[config.mk]
export PLATFORM = sky130hd
export DESIGN_NAME = dual_writeback
export DESIGN_NICKNAME = d
export VERILOG_FILES = /design/src/rtl/dual_writeback_pkg.sv /design/src/rtl/dual_writeback_scoreboard.sv /design/src/rtl/dual_writeback.sv
export SDC_FILE = /design/constraint.sdc
export NUM_CORES = 1
export LEC_CHECK = 0
export ABC_AREA = 0
export BUFFER_PORTS_ARGS = -buffer_cell sky130_fd_sc_hd__buf_4
export CAP_MARGIN = 10
export CORE_AREA = 3 3 102 104
export DETAILED_ROUTE_END_ITERATION = 10
export DIE_AREA = 0 0 105 107
export HOLD_SLACK_MARGIN = 0.12
export PLACE_DENSITY = 0.82
export SYNTH_ARGS = -nofsm -noshare
export SYNTH_HDL_FRONTEND = slang
export SYNTH_SLANG_ARGS = --single-unit
[constraint.sdc]
create_clock -name clock_i -period 5.1 [get_ports clock_i]
set_input_delay 0.255 -clock clock_i [delete_from_list [all_inputs] [get_ports clock_i]]
set_output_delay 0.255 -clock clock_i [all_outputs]
set_load 0.05 [all_outputs]
[src/rtl/dual_writeback_pkg.sv]
// Shared widths and helpers for the dual-lane writeback stage.
// Holds the register-address width, default data width and the WAW/x0 write-enable rule.
package dual_writeback_pkg;

  localparam int REG_ADDR_W = 5;
  localparam int DEF_XLEN   = 32;
  localparam int DEF_NREGS  = 32;

  // Write enable of a captured lane: never for x0, and the older
  // lane yields to a younger lane writing the same register.
  function automatic logic lane_we(
    input logic                  we,
    input logic [REG_ADDR_W-1:0] addr,
    input logic                  kill
  );
    return we & (addr != '0) & ~kill;
  endfunction

endpackage

[src/rtl/dual_writeback_scoreboard.sv]
// wb_scoreboard: busy bit per architectural register.
// Ports: clk/rst, two clear requests (commits), two set requests (issues), busy_o.
module wb_scoreboard
  import dual_writeback_pkg::*;
#(
  parameter int NREGS = DEF_NREGS
) (
  input  logic                  clock_i,
  input  logic                  reset_i,
  input  logic [REG_ADDR_W-1:0] clr_addr0_i,
  input  logic                  clr0_i,
  input  logic [REG_ADDR_W-1:0] clr_addr1_i,
  input  logic                  clr1_i,
  input  logic [REG_ADDR_W-1:0] set_addr0_i,
  input  logic                  set0_i,
  input  logic [REG_ADDR_W-1:0] set_addr1_i,
  input  logic                  set1_i,
  output logic [NREGS-1:0]      busy_o
);

  logic [NREGS-1:0] busy_q;
  logic [NREGS-1:0] busy_d;

  // Clears first, then sets: a new producer issued in the
  // same cycle as an older commit keeps the bit busy.
  always_comb begin
    busy_d = busy_q;
    if (clr0_i) busy_d[clr_addr0_i] = 1'b0;
    if (clr1_i) busy_d[clr_addr1_i] = 1'b0;
    if (set0_i) busy_d[set_addr0_i] = 1'b1;
    if (set1_i) busy_d[set_addr1_i] = 1'b1;
    busy_d[0] = 1'b0;
  end

  always_ff @(posedge clock_i or posedge reset_i) begin
    if (reset_i) busy_q <= '0;
    else         busy_q <= busy_d;
  end

  assign busy_o = busy_q;

endmodule

[src/rtl/dual_writeback.sv]
// Two-lane writeback register with WAW/x0 masking driving regfile ports A/B.
// Ports: iss_* (issue dests), ex_* (execute results), stall_i, rd_* (regfile writes), busy_o.
module dual_writeback
  import dual_writeback_pkg::*;
#(
  parameter int XLEN  = DEF_XLEN,
  parameter int NREGS = DEF_NREGS
) (
  input  logic                  clock_i,
  input  logic                  reset_i,
  input  logic [REG_ADDR_W-1:0] iss_rd_addr0_i,
  input  logic                  iss_rd_valid0_i,
  input  logic [REG_ADDR_W-1:0] iss_rd_addr1_i,
  input  logic                  iss_rd_valid1_i,
  input  logic [REG_ADDR_W-1:0] ex_rd_addr0_i,
  input  logic [XLEN-1:0]       ex_rd_data0_i,
  input  logic                  ex_write0_i,
  input  logic [REG_ADDR_W-1:0] ex_rd_addr1_i,
  input  logic [XLEN-1:0]       ex_rd_data1_i,
  input  logic                  ex_write1_i,
  input  logic                  stall_i,
  output logic [REG_ADDR_W-1:0] rd_addr0_o,
  output logic [XLEN-1:0]       rd_data0_o,
  output logic                  rd_write0_o,
  output logic [REG_ADDR_W-1:0] rd_addr1_o,
  output logic [XLEN-1:0]       rd_data1_o,
  output logic                  rd_write1_o,
  output logic [NREGS-1:0]      busy_o
);

  logic [REG_ADDR_W-1:0] wb_addr0;
  logic [REG_ADDR_W-1:0] wb_addr1;
  logic [XLEN-1:0]       wb_data0;
  logic [XLEN-1:0]       wb_data1;
  logic                  wb_we0;
  logic                  wb_we1;

  logic waw;
  logic cap_we0;
  logic cap_we1;

  assign waw = ex_write0_i & ex_write1_i
             & (ex_rd_addr0_i == ex_rd_addr1_i);

  assign cap_we0 = lane_we(ex_write0_i, ex_rd_addr0_i, waw);
  assign cap_we1 = lane_we(ex_write1_i, ex_rd_addr1_i, 1'b0);

  always_ff @(posedge clock_i or posedge reset_i) begin
    if (reset_i) begin
      wb_addr0 <= '0;
      wb_data0 <= '0;
      wb_we0   <= 1'b0;
      wb_addr1 <= '0;
      wb_data1 <= '0;
      wb_we1   <= 1'b0;
    end else if (!stall_i) begin
      wb_addr0 <= ex_rd_addr0_i;
      wb_data0 <= ex_rd_data0_i;
      wb_we0   <= cap_we0;
      wb_addr1 <= ex_rd_addr1_i;
      wb_data1 <= ex_rd_data1_i;
      wb_we1   <= cap_we1;
    end
  end

  // A held entry only writes once the stall drops.
  assign rd_addr0_o  = wb_addr0;
  assign rd_data0_o  = wb_data0;
  assign rd_write0_o = wb_we0 & ~stall_i;
  assign rd_addr1_o  = wb_addr1;
  assign rd_data1_o  = wb_data1;
  assign rd_write1_o = wb_we1 & ~stall_i;

  wb_scoreboard #(
    .NREGS (NREGS)
  ) u_sb (
    .clock_i     (clock_i),
    .reset_i     (reset_i),
    .clr_addr0_i (wb_addr0),
    .clr0_i      (rd_write0_o),
    .clr_addr1_i (wb_addr1),
    .clr1_i      (rd_write1_o),
    .set_addr0_i (iss_rd_addr0_i),
    .set0_i      (iss_rd_valid0_i),
    .set_addr1_i (iss_rd_addr1_i),
    .set1_i      (iss_rd_valid1_i),
    .busy_o      (busy_o)
  );

endmodule
After elaboration in Yosys (flattened, before gate mapping)
Index checks and enable logic that the tools add are counted.
{ "totals": {"ff_bits": 107, "in_bits": 91, "out_inout_bits": 108, "elab_cells": 49} }
{ "classes": {"n_lt_le_gt_ge": 8, "eq_ne": 1, "muxes": 12, "n_bitwise": 15, "reduce_logical": 6} }
{ "op_table": {"columns": ["operator", "count"], "rows": [
  ["$mux 32", 4],
  ["$and 32x32->32", 2],
  ["$not 32->32", 2],
  ["$or 32x32->32", 2],
  ["$lt 5x6->1 const B", 4],
  ["$demux 1 s5", 4],
  ["$ge 5x1->1 const B", 4],
  ["$reduce_bool 5->1", 2],
  ["$and 1x1->1", 7],
  ["$eq 5x5->1", 1],
  ["$logic_and 1x1->1", 4],
  ["$mux 1", 4],
  ["$not 1->1", 2]
]} }

Depth between registers and ports, before layout
Gate-level depths: netlist of the first run.
{ "depth": {"word_depth": 13, "ltp_mapped": 6, "mapped_depth_nobuf": 4} }

Cells and area by module
From an unflattened synthesis of the first run, not the netlist that was laid out.
{ "unflattened": {"cells_unflattened": 365, "area_unflattened_um2": 4835.9} }
{ "by_module_without_submodules": {"columns": ["mod", "n_inst", "cells_per_inst", "area_each_um2", "seq_area_each_um2"], "rows": [
  ["dual_writeback", 1, 178, 2906.5, 1901.8],
  ["wb_scoreboard", 1, 187, 1929.4, 775.7]
]} }

Worst setup path after synthesis of the first run
No wires, ideal clock.
{ "synth_timing": {"path_type": "reg2reg", "from": "register wb_we1", "to": "register u_sb.busy_q[11], in the netlist u_sb.busy_o[11]", "setup_ps": 118, "arrival_ps": 1780, "required_ps": 4982, "setup_slack_ps": 3202, "path_stages_with_launch": 6, "path_buffers": 1, "synth_period_minus_slack_ps": 1898, "cell_sequence": "dfrtp_1 nor2b_1 and3_1 buf_2 a22oi_1 a21o_1"} }
{ "synth_via": {"elab_chain_cells": 6} }
{ "synth_rtl": {"columns": ["element", "line", "source"], "rows": [
  ["start: declaration", "dual_writeback.sv:36", "logic wb_we1;"],
  ["start signal: assignment", "dual_writeback.sv:62", "wb_we1 <= cap_we1;"],
  ["$and 1x1->1 (*)", "dual_writeback.sv:72", "assign rd_write1_o = wb_we1 & ~stall_i;"],
  ["via rd_write1_o", "dual_writeback.sv:27", "output logic rd_write1_o,"],
  ["$mux 32 (*)", "dual_writeback_scoreboard.sv:29", "if (clr1_i) busy_d[clr_addr1_i] = 1'b0;"],
  ["$or 32x32->32 (no source line)", null, null],
  ["$mux 32 (*)", "dual_writeback_scoreboard.sv:30", "if (set0_i) busy_d[set_addr0_i] = 1'b1;"],
  ["$or 32x32->32 (no source line)", null, null],
  ["$mux 32 (*)", "dual_writeback_scoreboard.sv:31", "if (set1_i) busy_d[set_addr1_i] = 1'b1;"],
  ["via u_sb.busy_d[11]", "dual_writeback_scoreboard.sv:22", "logic [NREGS-1:0] busy_d;"],
  ["end signal: assignment", "dual_writeback_scoreboard.sv:37", "else busy_q <= busy_d;"],
  ["end: declaration", "dual_writeback_scoreboard.sv:21", "logic [NREGS-1:0] busy_q;"]
]} }
Mark *: on every way through the listed nets, which the timed path passes. The rest lies on a longest branch.
A chain may end at the register's enable or synchronous reset.

Final worst setup path of the first run
{ "layout_timing": {"from": "register wb_addr1[1], in the netlist rd_addr1_o[1]", "to": "register u_sb.busy_q[21], in the netlist u_sb.busy_o[21]"} }
{ "layout_via": {"elab_chain_cells": 11, "elab_cells_between_ends": 12, "cone_classes": "order compare (2); mux (5); bitwise (4); reduce/logical (1)"} }
{ "layout_rtl": {"columns": ["element", "line", "source"], "rows": [
  ["start: declaration", "dual_writeback.sv:32", "logic [REG_ADDR_W-1:0] wb_addr1;"],
  ["start signal: assignment", "dual_writeback.sv:60", "wb_addr1 <= ex_rd_addr1_i;"],
  ["$lt 5x6->1 (not written as such) or $ge 5x1->1 (tied branches)", "dual_writeback_scoreboard.sv:29", null],
  ["$logic_and 1x1->1 (not written as such)", "dual_writeback_scoreboard.sv:29", null],
  ["$mux 1 (not written as such)", "dual_writeback_scoreboard.sv:29", null],
  ["$demux 1 s5 (*)", null, null],
  ["$not 32->32 (no source line) (*)", null, null],
  ["$and 32x32->32 (no source line) (*)", null, null],
  ["$mux 32 (*)", "dual_writeback_scoreboard.sv:29", null],
  ["$or 32x32->32 (no source line)", null, null],
  ["$mux 32 (*)", "dual_writeback_scoreboard.sv:30", null],
  ["$or 32x32->32 (no source line)", null, null],
  ["$mux 32 (*)", "dual_writeback_scoreboard.sv:31", null],
  ["via u_sb.busy_d[21]", "dual_writeback_scoreboard.sv:22", null]
]} }
Marks and branches as above.

==> results.sh, run 1 <==
export IMPL_ir_drop_mv=0.263
export IMPL_fin_nets=714
export IMPL_synth_fa_ha_area_share_pct=0
export IMPL_setup_tns_ns=0
export IMPL_post_route_util_pct=74.4
export IMPL_portBuffers=197
export IMPL_cts_num_sinks=107
export IMPL_dr_pass1_iters=5
export IMPL_startpoint_type="register"
export IMPL_syn_area_sq_um=4770
export IMPL_drt_iter0_markers=319
export IMPL_grt_first_pass_wirelength_um=25400
export IMPL_powerDensity_nw_per_um2=384
export IMPL_post_place_cells=679
export IMPL_setup_ws_ns=2.88
export IMPL_place_ws_ns=2.63
export IMPL_grt_pass1_vias=4592
export IMPL_cts_root_buf="clkbuf_8"
export IMPL_n_antenna_cell=0
export IMPL_fmax_mhz=450
export IMPL_hold_viol=0
export IMPL_outcome="finished, final reports clean"
export IMPL_cp_required_ns=5.34
export IMPL_numCtsBuffers=9
export IMPL_slew_viol_final=0
export IMPL_maxCapViolations=0
export IMPL_synthToLayoutAreaGrowth_pct=50.3
export IMPL_viasPerCell=5.61
export IMPL_die_w_um=105
export IMPL_wl_per_cell_um=21.2
export IMPL_setup_viol=0
export IMPL_cts_tree="yes"
export IMPL_synthCells=369
export IMPL_relSlewSlack_pct=11.2
export IMPL_hpwl_um=10400
export IMPL_drive_gt1_share_pct=44.1
export IMPL_worst_path_max_fanout=8
export IMPL_seqPwrFrac_pct=40.2
export IMPL_period_minus_slack_ns=2.22
export IMPL_power_switching_w=0.00115
export IMPL_power_frac_comb_pct=40.4
export IMPL_seq_area_frac_synth_pct=56.1
export IMPL_initial_core_util_pct=49.5
export IMPL_max_stage_delay_ns=1.11
export IMPL_routabilityCongestion=0.907
export IMPL_switching_share_pct=41.9
export IMPL_rsz0062_at_grt="false"
export IMPL_antenna_found_initial=0
export IMPL_clock_skew_ns=0.0151
export IMPL_timing_hold_ws_ns=0.127
export IMPL_synthMuxAreaShare_pct=17.5
export IMPL_path_cells="nor4bb_1, a22oi_1, nand2_1, o221ai_1"
export IMPL_grt_usage_pct=29.1
export IMPL_io_pins=199
export IMPL_grt_max_degree=87
export IMPL_syn_nets=460
export IMPL_power_internal_w=0.00160
export IMPL_synthXorXnorAreaFrac_pct=0.918
export IMPL_clk_path_buf_depth=2
export IMPL_core_area_sq_um=9640
export IMPL_synth_compound_area_share_pct=12.5
export IMPL_drc=0
export IMPL_fin_cells=761
export IMPL_dieHeight_um=107
export IMPL_crit_type="register to register"
export IMPL_max_slew_worst_pin_slew_ns=1.31
export IMPL_ant_nets=0
export IMPL_crit_slowest_cell="nor4bb_1"
export IMPL_crit_path_end_kind="register"
export IMPL_clk_transition_reported_paths_ns=0.11
export IMPL_num_vias=4273
export IMPL_p_leak_nw=3.25
export IMPL_num_rows=36
export IMPL_syn_area_per_cell_sq_um=12.9
export IMPL_die_area_sq_um=11200
export IMPL_grt_ovfl_total=0
export IMPL_clkPwrFrac_pct=19.4
export IMPL_clock_latency_ns=0.38
export IMPL_yosys_area_share_simple_pct=10.5
export IMPL_hold_class="primary input to register"
export IMPL_ys_warn_count=0
export IMPL_h_tree_depth=3
export IMPL_cts_setup_buffers=0
export IMPL_synth_seq_cells=107
export IMPL_synth_cell_types=35
export IMPL_synth_top_family_by_area="multiplexers"
export IMPL_worst_ep_arrival_time_ns=2.46
export IMPL_wl_um=16200
export IMPL_fin_crit_sh_pct=43.6
[routing by layer]
layer,GRT usage [%],up-vias,routed length [um]
met1,35.0,2098,6160
met5,0,-,0
li1,-,1903,-
met2,50.5,245,8160
met4,8.62,0,322
met3,9.09,27,1510
[per-stage QoR]
step           cell area, sq um  total power (W)
2_1_floorplan              4770          0.00179
3_3_place_gp               6310          0.00215
3_5_place_dp               6310          0.00217
4_1_cts                    7170          0.00274
5_1_grt                    7170          0.00285
6_report                   7170          0.00275
[timing repair]
| item | 4_1_cts | 5_1_grt |
|---|---|---|
| gates resized for setup | 0 | 0 |
| hold buffers | 65 | 0 |
| hold endpoints to repair | 90 | 0 |
[placed cells by master, fill, tap and decap left out]
cell / instances
o21ai_0: 2
inv_8: 1
xor2_1: 4
dfrtp_1: 107
nand3_1: 5
nor4b_4: 2
and3_1: 4
nor2b_1: 2
o221ai_1: 17
nand2_1: 25
and3b_1: 3
nor4_1: 1
nor3b_1: 6
or4_1: 2
mux2_1: 16
or3b_2: 1
xnor2_1: 1
a22o_1: 1
mux2_2: 58
nand3b_1: 10
o21ai_1: 1
bufinv_16: 1
clkinv_4: 3
nor3_1: 2
inv_4: 1
or3b_1: 3
nor4bb_1: 4
nor2_1: 8
or3_1: 2
clkbuf_8: 9
dlygate4sd3_1: 65
clkinv_2: 2
o22ai_1: 14
buf_2: 1
a21o_1: 14
conb_1: 1
a22oi_1: 31
buf_4: 198
[Yosys cell counts, drive strengths merged]
cell type | count | area, sq um
and3b | 3 | 26.3
and3 | 4 | 25.0
nand3 | 5 | 25.0
nor4bb | 4 | 40.0
nor4 | 1 | 6.26
buf | 14 | 83.8
xor2 | 4 | 35.0
conb | 1 | 3.75
o22ai | 14 | 87.6
a21o | 14 | 105
nor4b | 2 | 47.6
o21ai | 3 | 15.0
a22o | 1 | 8.76
nand3b | 10 | 75.1
inv | 1 | 3.75
xnor2 | 1 | 8.76
nor2 | 8 | 30.0
o221ai | 17 | 149
a22oi | 31 | 233
nor3 | 2 | 10.0
clkbuf | 7 | 27.5
mux2 | 74 | 833
or3 | 2 | 12.5
or4 | 2 | 15.0
nor2b | 2 | 12.5
nor3b | 6 | 45.0
dfrtp | 107 | 2680
nand2 | 25 | 93.8
or3b | 4 | 35.0
[power groups by stage]
stage,Sequential (W),Clock [W],Combinational (W)
2_1_floorplan,0.00159,0,0.000208
3_3_place_gp,0.00111,0,0.00104
3_5_place_dp,0.00111,0,0.00106
4_1_cts,0.00110,0.000539,0.00110
5_1_grt,0.00112,0.000572,0.00116
6_report,0.00111,0.000534,0.00111
[final cells by class]
type	instances	area [sq um]
flip-flops and latches	107	2680
fillers	625	2470
repair buffers	264	2140
multi-input cells	240	1980
well taps	133	166
clock buffers	9	124
clock inverters	7	77.6
inverters	1	6.26
[registers in the layout (all words and copies together) (netlist names)]
signal,count
rd_data0_o,32
rd_data1_o,32
u_sb.busy_o,31
rd_addr0_o,5
rd_addr1_o,5
wb_we0,1
wb_we1,1
[worst paths after layout]
| path | from | end | slack, ns | cells past startpoint |
|---|---|---|---|---|
| min in group asynchronous | reset_i | rd_data0_o[21] | 0.38 | 3 |
| worst min register to register | u_sb.busy_o[11] | u_sb.busy_o[11] | 0.49 | 1 |
| max in group asynchronous | reset_i | rd_data0_o[6] | 3.40 | 4 |
| worst max register to register | rd_addr1_o[1] | u_sb.busy_o[21] | 2.88 | 4 |
| worst min-delay path | ex_rd_addr1_i[3] | rd_addr1_o[3] | 0.13 | 2 |
| worst max-delay path | rd_addr1_o[1] | u_sb.busy_o[21] | 2.88 | 4 |
[cells by family after synthesis]
logic type / after synthesis
flip-flops: 107
XOR/XNOR: 5
multiplexers: 74
buffers and inverters: 22
other: 1
AO/OA/AOI/OAI: 80
AND/OR/NAND/NOR: 80
[critical path: cells and delay by family (launching register included)]
| kind | cells | cell delay (ns) |
|---|---|---|
| AND/OR/NAND/NOR | 2 | 1.25 |
| flip-flops | 1 | 0.48 |
| AO/OA/AOI/OAI | 2 | 0.36 |
Note: power is estimated with default switching activity, not from simulation.
==> inputs of run 2 (changes only) <==
- CORE_AREA: 3 3 102 104 -> 3 3 110 112
- DIE_AREA: 0 0 105 107 -> 0 0 113 115
- PLACE_DENSITY: 0.82 -> 0.74
- clock period: 5.1 -> 1.8 ns (I/O delays scaled with it)
==> run 2 against run 1 <==
Non-clock buffer count up 21; final cell count up 3.9%; routed wire length up 0.67%; sequential power rose to 2.8 times the previous value; combinational power rose to 2.9 times the previous value; via count up 0.42%; clock power rose to 4.2 times the previous value; register-to-register slack worse by 2.7 ns; total power rose to 3.1 times the previous value; count of clock-buffer cells in the layout up 2; design area up 5.1%; clock skew down 0.0084 ns; critical endpoint is now u_sb.busy_o[17]; largest cell class unchanged.
==> results.sh, run 2 (synthesis gave the netlist of run 1 again) <==
export IMPL_clock_skew_ns=0.00676
export IMPL_worst_path_max_fanout=10
export IMPL_cts_tree="yes"
export IMPL_fin_crit_sh_pct=89.2
export IMPL_switching_share_pct=38.3
export IMPL_final_cell_mix="buf_4 (205), dfrtp_1 (107), dlygate4sd3_1 (78)"
export IMPL_period_minus_slack_ns=1.61
export IMPL_placedInstanceArea_sq_um=6430
export IMPL_antenna_found_initial=0
export IMPL_hold_class="primary input to register"
export IMPL_fmax_mhz=623
export IMPL_wl_um=16300
export IMPL_ant_nets=0
export IMPL_grt_max_degree=46
export IMPL_outcome="finished, final reports clean"
export IMPL_dr_pass1_iters=6
export IMPL_place_ws_ns=0.257
export IMPL_drt_iter0_markers=259
export IMPL_layout_commonest_cell="buf_4"
export IMPL_power_frac_comb_pct=37.3
export IMPL_crit_path_end_kind="register"
export IMPL_cts_num_sinks=107
export IMPL_grt_ovfl_total=0
export IMPL_powerDensity_nw_per_um2=1130
export IMPL_power_internal_w=0.00527
export IMPL_io_pins=199
export IMPL_initial_core_util_pct=42.1
export IMPL_stdcell_area_sq_um=7540
export IMPL_timing_hold_ws_ns=0.186
export IMPL_hold_path_end="u_sb.busy_o[2]"
export IMPL_core_area_sq_um=11300
export IMPL_seqPwrFrac_pct=36.6
export IMPL_hpwl_um=10900
export IMPL_fin_nets=735
export IMPL_slew_viol_final=0
export IMPL_grt_pass1_vias=4538
export IMPL_drive_gt1_share_pct=43.8
export IMPL_p_leak_nw=3.40
export IMPL_portBuffers=197
export IMPL_relSlewSlack_pct=64.4
export IMPL_cp_required_ns=2.00
export IMPL_crit_family="simple AND/OR/NAND/NOR gates"
export IMPL_min_delay_path_depth=3
export IMPL_ff2ff_setup_slack_ns=0.19
export IMPL_grt_usage_pct=24.6
export IMPL_dieHeight_um=115
export IMPL_hold_viol=0
export IMPL_holdCritStartpoint="iss_rd_addr1_i[2]"
export IMPL_grt_first_pass_wirelength_um=24700
export IMPL_crit_slowest_cell="dfrtp_1"
export IMPL_startpoint_type="register"
export IMPL_clock_latency_ns=0.34
export IMPL_die_w_um=113
export IMPL_synthToLayoutAreaGrowth_pct=58.0
export IMPL_maxCapViolations=0
export IMPL_clk_transition_reported_paths_ns=0.07
export IMPL_setup_viol=0
export IMPL_reg2reg_depth=4
export IMPL_die_area_sq_um=13000
export IMPL_timing_rr_end="u_sb.busy_o[17]"
export IMPL_numCtsBuffers=9
export IMPL_ir_drop_mv=0.680
export IMPL_setup_ws_ns=0.195
export IMPL_wl_per_cell_um=20.6
export IMPL_path_cells="nor3b_1, a22oi_1, nand2_1, o221ai_1"
export IMPL_clkPwrFrac_pct=26.1
export IMPL_n_antenna_cell=0
export IMPL_viasPerCell=5.42
export IMPL_r2r_start="rd_addr0_o[4]"
export IMPL_max_stage_delay_ns=0.54
export IMPL_worst_ep_arrival_time_ns=1.81
export IMPL_h_tree_depth=3
export IMPL_crit_type="register to register"
export IMPL_cts_root_buf="clkbuf_16"
export IMPL_num_vias=4291
export IMPL_rsz0062_at_grt="false"
export IMPL_clk_path_buf_depth=2
export IMPL_max_slew_worst_pin_slew_ns=0.532
export IMPL_num_rows=39
export IMPL_setup_tns_ns=0
export IMPL_finalPower_w=0.00854
export IMPL_power_switching_w=0.00327
export IMPL_drc=0
export IMPL_fill_cells=797
export IMPL_crit_buf_inv=0
export IMPL_routabilityCongestion=0.857
## run 2: cell count changes in the layout (fill, tap and decap cells not counted), moves of 3 or more
cell           previous run  this run
clkbuf_16                 0         9
clkbuf_8                  9         0
dlygate4sd3_1            65        78
clkinv_4                  3         0
buf_4                   198       205
## run 2: how the worst max path moves through the flow
stage                     cells after the start          start         endpoint
after global routing                          4  rd_addr0_o[4]  u_sb.busy_o[17]
after global placement                        4  rd_addr0_o[4]  u_sb.busy_o[18]
after floorplan                               5  rd_addr0_o[4]  u_sb.busy_o[17]
final                                         4  rd_addr0_o[4]  u_sb.busy_o[17]
after CTS                                     4  rd_addr0_o[4]  u_sb.busy_o[17]
after detailed placement                      4  rd_addr0_o[4]  u_sb.busy_o[17]
## run 2: worst reg2reg max path: stages, from the launching register on
cell and delay (ns):
dfrtp_1 0.54, nor3b_1 0.51, a22oi_1 0.19, nand2_1 0.11
o221ai_1 0.11
## run 2: per-stage QoR
| stage | std cells | util (%) |
|---|---|---|
| 6_report | 791 | 66.6 |
| 5_1_grt | 791 | 66.6 |
| 4_1_cts | 791 | 66.6 |
| 3_5_place_dp | 698 | 56.8 |
| 3_3_place_gp | 698 | 56.8 |
| 2_1_floorplan | 369 | - |
## run 2: metal layers
metal	global-route usage [%]	routed length, um
met3	6.21	1310
met4	9.86	479
met1	30.6	6510
met5	0	0
met2	41.3	7960
## run 2: power groups by stage
stage / registers (W) / logic [W] / clock network, W
floorplan: 0.00449 / 0.000591 / 0
detailed placement: 0.00314 / 0.00304 / 0
global placement: 0.00313 / 0.00300 / 0
finish: 0.00312 / 0.00319 / 0.00223
global route: 0.00317 / 0.00332 / 0.00234
CTS: 0.00310 / 0.00317 / 0.00226
## run 2: cell type report
| class | count | area, sq um | area share [%] |
|---|---|---|---|
| Clock inverter | 4 | 98.8 | 1.31 |
| Sequential cell | 107 | 2680 | 35.5 |
| Timing Repair Buffer | 285 | 2360 | 31.3 |
| Clock buffer | 11 | 233 | 3.09 |
| Tap cell | 143 | 179 | 2.37 |
| Multi-Input combinational cell | 240 | 1980 | 26.3 |
| Inverter | 1 | 7.51 | 0.0996 |
## run 2: what timing repair did
| action | CTS | global route |
|---|---|---|
| hold buffers | 78 | 0 |
| endpoints found under the hold margin | 116 | 0 |
| buffers inserted | 0 | 0 |
| resized for setup | 0 | 0 |
==> inputs of run 3 (changes only) <==
- BUFFER_PORTS_ARGS: -buffer_cell sky130_fd_sc_hd__buf_4 -> not set
- CORE_AREA: 3 3 110 112 -> 3 3 102 104
- DIE_AREA: 0 0 113 115 -> 0 0 105 107
- DONT_BUFFER_PORTS: not set -> 1
- PLACE_DENSITY: 0.74 -> 0.67
- SKIP_CTS_REPAIR_TIMING: not set -> 1
==> run 3 against run 2 <==
Synthesized cell count unchanged; the flow now stops in 5_1_grt; synthesized area is the same.
==> results.sh, run 3 <==
export IMPL_outcome="aborted with a tool error"
export IMPL_haltStage="5_1_grt"
export IMPL_stop_error="[ERROR RSZ-0060] Max buffer count reached."
export IMPL_ys_warn_count=0
export IMPL_dieHeight_um=107
export IMPL_synth_top_family_by_area="multiplexers"
export IMPL_seq_area_frac_synth_pct=56.1
export IMPL_numCtsBuffers=9
export IMPL_yosys_top_cells_area="dfrtp_1 (56%), mux2_2 (14%), a22oi_1 (4.9%)"
export IMPL_async_reset_ff_share_pct=100
export IMPL_synth_fa_ha_area_share_pct=0
export IMPL_routabilityCongestion=0.886
export IMPL_portBuffers=0
export IMPL_hpwl_um=8690
export IMPL_io_pins=199
export IMPL_cts_num_sinks=107
export IMPL_h_tree_depth=3
export IMPL_synth_seq_cells=107
export IMPL_synthTopCellsByCount="dfrtp_1 (107), mux2_2 (58), a22oi_1 (31)"
export IMPL_cts_root_buf="clkbuf_8"
export IMPL_grt_max_degree=87
export IMPL_die_w_um=105
export IMPL_syn_nets=460
export IMPL_synthCells=369
export IMPL_syn_area_per_cell_sq_um=12.9
export IMPL_synth_compound_area_share_pct=12.5
export IMPL_synthMuxAreaShare_pct=17.5
export IMPL_yosys_area_share_simple_pct=10.5
export IMPL_place_ws_ns=0.220
export IMPL_synth_most_common_cell="dfrtp_1"
export IMPL_clk_path_buf_depth=2
export IMPL_placedInstanceArea_sq_um=4980
export IMPL_synth_edf_count=0
export IMPL_syn_area_sq_um=4770
export IMPL_yosys_most_used_dff="dfrtp_1"
export IMPL_initial_core_util_pct=49.5
export IMPL_synthXorXnorAreaFrac_pct=0.918
export IMPL_synth_top_cell_area_share_pct=56.1
export IMPL_synth_cell_types=35
export IMPL_yosys_area_top_type="dfrtp_1"
export IMPL_num_rows=36
## run 3: cells by family after synthesis
group,count (synthesis)
AO/OA/AOI/OAI,80
XOR/XNOR,5
buffers and inverters,22
flip-flops,107
multiplexers,74
other,1
AND/OR/NAND/NOR,80
## run 3: through the flow
| step | utilization (%) | std cells |
|---|---|---|
| CTS | 53.7 | 515 |
| detailed placement | 51.7 | 499 |
| global placement | 51.7 | 499 |
| floorplan | - | 369 |
==> inputs of run 4 (changes only) <==
- CORE_AREA: 3 3 102 104 -> 3 3 121 123
- DIE_AREA: 0 0 105 107 -> 0 0 124 126
- HOLD_SLACK_MARGIN: 0.12 -> not set
- PLACE_DENSITY: 0.67 -> not set
- PLACE_DENSITY_LB_ADDON: not set -> 0.15
- clock period: 1.8 -> 2.34 ns (I/O delays scaled with it)
==> run 4 against run 3 <==
The run now ends clean.
==> results.sh, run 4 (synthesis gave the netlist of run 1 again) <==
export IMPL_outcome="finished, final reports clean"
export IMPL_clock_skew_ns=0.00729
export IMPL_fin_crit_sh_pct=70.2
export IMPL_slew_viol_final=0
export IMPL_crit_family="buffers and inverters"
export IMPL_cp_common_cell="buf_4"
export IMPL_clk_transition_reported_paths_ns=0.07
export IMPL_dr_pass1_iters=4
export IMPL_wl_um=14300
export IMPL_n_antenna_cell=0
export IMPL_cts_root_buf="clkbuf_16"
export IMPL_max_stage_delay_ns=0.39
export IMPL_fill_cells=1301
export IMPL_period_minus_slack_ns=1.64
export IMPL_drc=0
export IMPL_core_area_sq_um=13800
export IMPL_min_delay_path_depth=2
export IMPL_hpwl_um=9660
export IMPL_multi_input_area_sq_um=1980
export IMPL_grt_max_degree=87
export IMPL_crit_path_end_kind="register"
export IMPL_cts_tree="yes"
export IMPL_clkPwrFrac_pct=26.6
export IMPL_grt_first_pass_wirelength_um=20200
export IMPL_die_w_um=124
export IMPL_grt_ovfl_total=0
export IMPL_startpoint_type="register"
export IMPL_ir_drop_mv=0.479
export IMPL_die_area_sq_um=15600
export IMPL_switching_share_pct=42.3
export IMPL_wl_per_cell_um=22.0
export IMPL_maxCapViolations=0
export IMPL_path_depth=6
export IMPL_cts_num_sinks=107
export IMPL_drive_gt1_share_pct=20.9
export IMPL_portBuffers=0
export IMPL_numCtsBuffers=9
export IMPL_ant_nets=0
export IMPL_num_rows=43
export IMPL_seqPwrFrac_pct=60.2
export IMPL_fin_nets=555
export IMPL_max_slew_worst_pin_slew_ns=0.730
export IMPL_h_tree_depth=3
export IMPL_powerDensity_nw_per_um2=924
export IMPL_setup_tns_ns=0
export IMPL_hold_viol=0
export IMPL_rsz0062_at_grt="false"
export IMPL_p_leak_nw=2.53
export IMPL_clk_path_buf_depth=2
export IMPL_path_cells="buf_4, nor4bb_1, buf_4, a22oi_1, nand2_1, o221ai_1"
export IMPL_crit_buf_inv=2
export IMPL_drt_iter0_markers=313
export IMPL_power_internal_w=0.00332
export IMPL_register_area_sq_um=2680
export IMPL_grt_pass1_vias=3449
export IMPL_worst_ep_arrival_time_ns=1.85
export IMPL_io_pins=199
export IMPL_synthToLayoutAreaGrowth_pct=30.7
export IMPL_worst_path_max_fanout=8
export IMPL_cp_required_ns=2.55
export IMPL_clock_latency_ns=0.35
export IMPL_fmax_mhz=609
export IMPL_reg2reg_depth=6
export IMPL_antenna_found_initial=0
export IMPL_num_vias=3558
export IMPL_power_frac_comb_pct=13.2
export IMPL_final_cell_mix="dfrtp_1 (107), dlygate4sd3_1 (85), mux2_2 (58)"
export IMPL_crit_slowest_cell="dfrtp_1"
export IMPL_dieHeight_um=126
export IMPL_timing_hold_ws_ns=0.0333
export IMPL_hold_class="primary input to register"
export IMPL_setup_viol=0
export IMPL_grt_usage_pct=17.2
export IMPL_power_switching_w=0.00244
export IMPL_crit_type="register to register"
export IMPL_relSlewSlack_pct=51.3
export IMPL_viasPerCell=5.48
export IMPL_initial_core_util_pct=34.6
export IMPL_layout_commonest_cell="dfrtp_1"
export IMPL_routabilityCongestion=0.802
[run 4: cell type report]
type,instances,area share [%]
clock buffers,10,3.83
clock inverters,6,1.02
inverters,1,0.120
multi-input cells,240,31.7
flip-flops and latches,107,42.9
well taps,180,3.61
repair buffers,105,16.8
[run 4: path summary, 6_finish.rpt]
| path | start | endpoint | slack, ns |
|---|---|---|---|
| hold reg to reg | wb_we0 | wb_we0 | 0.64 |
| hold / removal | stall_i | wb_we0 | 0.03 |
| max in group asynchronous | reset_i | rd_data0_o[19] | 1.28 |
| min in group asynchronous | reset_i | rd_data0_o[2] | 0.35 |
| setup reg to reg | rd_addr1_o[1] | u_sb.busy_o[6] | 0.70 |
| setup / recovery | rd_addr1_o[1] | u_sb.busy_o[6] | 0.70 |
[run 4: metrics by stage]
step                      worst slack, ns  util, %  std cells  power (W)  area [sq um]
after floorplan                     0.442        -        369    0.00391          4770
after global placement              0.746     36.7        547    0.00412          5060
after detailed placement            0.740     36.7        547    0.00413          5060
after CTS                           0.697     38.9        563    0.00568          5360
after global routing                0.556     45.3        649    0.00603          6240
final                               0.697     45.3        649    0.00576          6240
[run 4: worst reg2reg max path: cells and delay by family, from the launching register on]
kind            cells  cell delay [ns]
buf+inv             2             0.47
simple gates        2             0.41
flops               1             0.39
compound gates      2             0.22
[run 4: metal layers]
metal / wire length, um / up-vias / track usage, % / share of wire, %
li1: - / 1585 / - / -
met1: 5440 / 1755 / 21.0 / 38
met2: 6900 / 194 / 25.9 / 48
met3: 1570 / 24 / 7.18 / 11
met4: 350 / 0 / 8.51 / 2.5
met5: 0 / - / 0 / 0
[run 4: power by group through the flow]
stage | combinational, W | clock, W | sequential, W
finish | 0.000763 | 0.00153 | 0.00347
global route | 0.000841 | 0.00167 | 0.00352
CTS | 0.000616 | 0.00159 | 0.00348
detailed placement | 0.000611 | 0 | 0.00352
global placement | 0.000600 | 0 | 0.00351
floorplan | 0.000454 | 0 | 0.00346
